==> config.mk <==
export PLATFORM = sky130hd
export DESIGN_NAME = dout_avg_fifo
export DESIGN_NICKNAME = d
export VERILOG_FILES = /design/src/rtl/dout_avg_fifo.sv
export SDC_FILE = /design/constraint.sdc
export NUM_CORES = 1
export LEC_CHECK = 0
export ABC_AREA = 1
export CORE_MARGIN = 2
export CORE_UTILIZATION = 45
export DETAILED_ROUTE_END_ITERATION = 7
export GPL_TIMING_DRIVEN = 1
export PLACE_DENSITY = 0.73
export SYNTH_ARGS = -nofsm -noshare
export SYNTH_HDL_FRONTEND = slang
export SYNTH_SLANG_ARGS = --single-unit
==> constraint.sdc <==
create_clock -name clk -period 3.45 [get_ports clk]
set_input_delay 0.69 -clock clk [delete_from_list [all_inputs] [get_ports clk]]
set_output_delay 0.69 -clock clk [all_outputs]
set_load 0.05 [all_outputs]
==> src/rtl/dout_avg_fifo.sv <==
// dout_avg_fifo: buffers 11-bit sums of eight 8-bit samples in a small FIFO
// and presents the per-entry 8-bit average on a busy/vld output port, while
// counting the averages delivered downstream.
// Build option: define AVG_ROUND_EN for round-half-up averaging
// ((sum + 4) >> 3); leave it undefined for truncating averaging (sum >> 3).

module dout_avg_fifo #(
    parameter int DEPTH = 4,
    parameter int CNT_W = 16
) (
    input  logic             clk,
    input  logic             rst,
    output logic             din_busy,
    input  logic             din_vld,
    input  logic [10:0]      din_data,
    input  logic             dout_busy,
    output logic             dout_vld,
    output logic [7:0]       dout_data,
    output logic [CNT_W-1:0] avg_cnt
);

    localparam int AW = $clog2(DEPTH);
    localparam logic [AW:0]    FULL_OCC = (AW + 1)'(DEPTH);
    localparam logic [AW:0]    OCC_ONE  = (AW + 1)'(1);
    localparam logic [AW-1:0]  PTR_ONE  = AW'(1);
    localparam logic [CNT_W-1:0] CNT_ONE = CNT_W'(1);

    // Average of one buffered sum; out-of-range sums are simply masked to 8 bits.
    function automatic logic [7:0] avg8(input logic [10:0] sum);
`ifdef AVG_ROUND_EN
        return 8'(({1'b0, sum} + 12'd4) >> 3'd3);
`else
        return 8'({1'b0, sum} >> 3'd3);
`endif
    endfunction

    logic [10:0]      mem_r [DEPTH];
    logic [AW-1:0]    wr_ptr_r;
    logic [AW-1:0]    rd_ptr_r;
    logic [AW:0]      occ_r;
    logic [CNT_W-1:0] cnt_r;
    logic             push_s;
    logic             pop_s;

    // Port flags decode straight from the registered occupancy; no bypass paths.
    assign din_busy = (occ_r == FULL_OCC);
    assign dout_vld = (occ_r != {(AW + 1){1'b0}});
    assign push_s   = din_vld && !din_busy;
    assign pop_s    = dout_vld && !dout_busy;
    assign avg_cnt  = cnt_r;

    // Head-of-FIFO average, forced to zero while the FIFO is empty.
    always_comb begin
        dout_data = 8'd0;
        if (dout_vld) begin
            dout_data = avg8(mem_r[rd_ptr_r]);
        end else begin
            dout_data = 8'd0;
        end
    end

    // Storage array; contents need no reset because occupancy gates visibility.
    always_ff @(posedge clk) begin
        if (push_s) begin
            mem_r[wr_ptr_r] <= din_data;
        end
    end

    // Pointers wrap naturally since DEPTH is a power of two.
    always_ff @(posedge clk or posedge rst) begin
        if (rst) begin
            wr_ptr_r <= {AW{1'b0}};
            rd_ptr_r <= {AW{1'b0}};
        end else begin
            if (push_s) begin
                wr_ptr_r <= wr_ptr_r + PTR_ONE;
            end
            if (pop_s) begin
                rd_ptr_r <= rd_ptr_r + PTR_ONE;
            end
        end
    end

    // Occupancy tracks push/pop; a simultaneous push and pop leaves it unchanged.
    always_ff @(posedge clk or posedge rst) begin
        if (rst) begin
            occ_r <= {(AW + 1){1'b0}};
        end else begin
            case ({push_s, pop_s})
                2'b10:   occ_r <= occ_r + OCC_ONE;
                2'b01:   occ_r <= occ_r - OCC_ONE;
                default: occ_r <= occ_r;
            endcase
        end
    end

    // Delivered-average counter, wrapping at its width.
    always_ff @(posedge clk or posedge rst) begin
        if (rst) begin
            cnt_r <= {CNT_W{1'b0}};
        end else if (pop_s) begin
            cnt_r <= cnt_r + CNT_ONE;
        end else begin
            cnt_r <= cnt_r;
        end
    end

endmodule

== Word-level counts from Yosys, hierarchy flattened ==
Memories as Yosys holds them, arrays and structs flattened.
Cells that the tools add are included.

* Register bits after elaboration: 23
* Memory bits (writable): 44
* Bits of input ports: 15
* Output and inout port bits: 26
* Logic and storage cells: 23
* Memories kept: 1

{| class="wikitable"
|+ Memories
! memory !! words !! width !! rd ports !! clocked after memory_dff !! write ports !! line !! text
|-
| mem_r || 4 || 11 || 1 || 0 || 1 || 37 || <nowiki>logic [10:0] mem_r [DEPTH];</nowiki>
|}

* $add $sub $neg: 5
* Eq/ne operators: 3
* Muxes and demuxes: 4
* Reduce and logical (&&, ||, !) cells: 6

{| class="wikitable"
|+ Operators with widths
! kind !! count
|-
| $add 16x1->16 const B || 1
|-
| $mux 8 || 1
|-
| $pmux 3 s2 || 1
|-
| $add 2x1->2 const B || 2
|-
| $add 3x1->3 const B || 1
|-
| $eq 3x3->1 const B || 1
|-
| $reduce_bool 3->1 || 1
|-
| $sub 3x1->3 const B || 1
|-
| $eq 2x1->1 const B || 1
|-
| $eq 2x2->1 const B || 1
|-
| $logic_and 1x1->1 || 2
|-
| $logic_not 1->1 || 2
|-
| $mux 1 || 2
|-
| $reduce_bool 2->1 || 1
|}

== Depth between registers and ports, before layout ==
* Word-level depth: 5
* Depth in mapped cells: 11
* Depth with buffers taken out: 10

== Worst setup path before layout ==
No wires, ideal clock.

* Kind: register to output
* From: register rd_ptr_r[0]
* To: output dout_data[5]
* Data arrival time: 1,638 ps
* Data required time: 2,760 ps
* Slack: 1,122 ps
* Stages on the path, launching flop included: 6
* Path buffers: 2
* Path through: dfrtp_1 > buf_2 > inv_2 > clkbuf_2 > o21ai_0 > a21oi_1

* Word-level cells in the longest chain between the ends: 2

{| class="wikitable"
|+ Ends and longest elaborated chain
! what !! line !! text
|-
| start: declaration || 39 || <nowiki>logic [AW-1:0] rd_ptr_r;</nowiki>
|-
| start signal: assignment || 73 || <nowiki>rd_ptr_r <= {AW{1'b0}};</nowiki>
|-
| start signal: assignment || 79 || <nowiki>rd_ptr_r <= rd_ptr_r + PTR_ONE;</nowiki>
|-
| $mem_v2 4x11 || - ||
|-
| $mux 8 || 55 || <nowiki>if (dout_vld) begin</nowiki>
|-
| end: declaration || 18 || <nowiki>output logic [7:0] dout_data,</nowiki>
|}

No other way between the ends.

== Worst setup path after layout ==
* From: register rd_ptr_r[0]
* To: output dout_data[7]

The elaborated chain is that of the path after synthesis.

==> flow_metrics.tcl <==
set metrics [dict create \
    track_usage_pct 16.5 \
    finClkSkew_ns 0.00547 \
    drc 0 \
    arrival_ns 2.43 \
    vias 1787 \
    grt_pass1_wl_mm 7.96 \
    clk_latency_ns 0.31 \
    h-tree-depth 2 \
    clockBufferDepth 2 \
    setup_tns_ns 0 \
    ys_async_sr_fraction_pct 41.8 \
    power.total_mw 2.66 \
    utilization_pct 56.2 \
    avgViaCountPerCell 4.79 \
    syn_inst 261 \
    cp_slowest_stage_delay_ns 0.84 \
    core_area_um2 5510 \
    numCtsBuffers 5 \
    synth_top_area_cell "edfxtp_1" \
    drt_iter0_drc 93 \
    num_rows 27 \
    max_cap_violations 0 \
    routed_wl_mm 4.72 \
    vdd_drop_max_v 0.000590 \
    synth_seq_cells 55 \
    die_y_um 79.6 \
    yosys_warnings 0 \
    holdBufCountCts 0 \
    initial_core_util_pct 46.8 \
    drv_slew 0 \
    cts_resized 0 \
    num-fill-cells 481 \
    grt_pass1_vias 1714 \
    path_class "reg -> out" \
    netlist_area_um2 2570 \
    status "finished, final reports clean" \
    yosysSeqAreaShare_pct 59.7 \
    path_cells "inv_2, o21ai_0, a21oi_1, clkdlybuf4s50_1" \
    synth_compound_area_share_pct 6.07 \
    relSlewSlack_pct 38.2 \
    die_area_um2 6340 \
    hold_path_class "reg -> reg" \
    drtAntennaViolNets 0 \
    timing.final.crit_share_pct 90.5 \
    dp_hpwl_mm 3.20 \
    cts_setup_buffers 0 \
    grt_max_degree 24 \
    fp.dieW_um 79.6 \
    ys_top_cells_by_count "nand2_1 (53), nor2_1 (53), edfxtp_1 (32)" \
    n_antenna_cell 0 \
    powerDensity_nw_per_um2 860 \
    grt_antenna_before_repair 0 \
    hold_violations 0 \
    synth_edf_count 32 \
    critPathMaxFanout 18 \
    rsz0062_at_grt "false" \
    clk_pin_slew_ns 0.10 \
    routedWlPerCell_um 12.6 \
    port_buffers 37 \
    cp.buffers_inverters 2 \
    synthTopCellsByArea "edfxtp_1 (37%), dfrtp_1 (22%), nand2_1 (7.7%)" \
    drt-pass1-iter-count 4 \
    drive_above_1_share_pct 6.64 \
    synth_mux_area_share_pct 0 \
    critPathSlowestCell "clkdlybuf4s50_1" \
    grt_overflow_total 0 \
    cp-end-kind "output port" \
    cts_tree "done" \
    avgSynthCellArea_um2 9.87 \
    required_ns 2.76 \
    synth_ff_type "edfxtp_1" \
    synth_fa_ha_area_share_pct 3.69 \
    fmax_mhz 320 \
    synth_top_area_share_pct 37.3 \
    yosys.area_share.simple_pct 21.5 \
    fin_nets 322 \
    p_leak_nw 1.29 \
    cpLargestDelayFamily "buffers and inverters" \
    synth_cell_types 24 \
    tightest_slew_ns 0.926 \
    cts-root-buf "clkbuf_8" \
    setup_violations 0 \
    ios 41 \
    routabilityCongestion 0.756 \
    start_kind "flip-flop" \
    area_growth_pct 20.2 \
    cts.sinks 55 \
    synth_xor_area_share_pct 3.40 \
    fin_crit_ns 3.12 \
    synth_top_family_by_area "simple AND/OR/NAND/NOR gates" \
    syn_nets 283 \
]
path summary, 6_finish.rpt:
path	start	end	slack, ns	cells past startpoint
setup / recovery	rd_ptr_r[0]	dout_data[7]	0.33	4
hold / removal	avg_cnt[15]	avg_cnt[15]	0.52	2
setup reg to reg	occ_r[0]	occ_r[2]	1.35	9
hold reg to reg	avg_cnt[15]	avg_cnt[15]	0.52	2
max in group asynchronous	rst	wr_ptr_r[0]	2.00	2
min in group asynchronous	rst	avg_cnt[0]	0.88	2
where the power goes:
part	switching (mW)	internal, mW
Combinational	0.890	0.419
Clock	0.212	0.145
Sequential	0.135	0.859
worst min-delay path, cell delays in order, from the launching register on:
cell     delay, ns
dfrtp_1       0.39
nand2_1       0.07
nand2_1       0.04
flip-flops by register name (all words and copies together), names as in the netlist:
register / cells
mem_r: 32
avg_cnt: 16
occ_r: 3
rd_ptr_r: 2
wr_ptr_r: 2
metal layers:
metal  vias to the layer above  global-route usage, %  part of all wire [%]
met5                         -                      0                     0
met4                         0                   4.66                   1.3
met3                         7                   3.39                   3.2
met2                        27                   27.8                    50
met1                       844                   21.5                    45
li1                        909                      -                     -
cells in the final DEF, fill, tap and decap left out, drive strengths merged:
cell type | synthesis | layout
ha | 6 | 6
nand2 | 57 | 57
inv | 30 | 31
clkdlybuf4s50 | 0 | 37
edfxtp | 32 | 32
fa | 1 | 1
nand3 | 4 | 4
a21oi | 10 | 10
dfrtp | 23 | 23
clkinvlp | 0 | 2
nor2 | 58 | 58
xor2 | 9 | 9
xnor2 | 1 | 1
nand3b | 6 | 6
o21ai | 19 | 19
clkbuf | 1 | 5
stage by stage:
step	instance area, um2	cells	hold slack, ns	setup slack [ns]
after global placement	3000	365	0.482	0.687
after floorplan	2570	261	0.486	1.12
final	3090	373	0.520	0.329
after detailed placement	3000	365	0.496	0.672
after CTS	3090	373	0.519	0.315
after global routing	3090	373	0.548	0.159
kinds of logic (layout without fill, tap and decap cells):
kind of cell	Yosys count	count (layout)
flops	55	55
compound gates	29	29
simple gates	125	125
xor+xnor	10	10
fa+ha+maj	7	7
buf+inv	35	75
area by class of cell:
cell class | instances | area [um2] | share of cell area [%]
Sequential cell | 55 | 1540 | 49.7
Multi-Input combinational cell | 171 | 892 | 28.8
Timing Repair Buffer | 37 | 370 | 12.0
Inverter | 30 | 113 | 3.64
Tap cell | 72 | 90.1 | 2.91
Clock buffer | 5 | 68.8 | 2.22
Clock inverter | 3 | 23.8 | 0.768
Note: power is estimated with default switching activity, not from simulation.
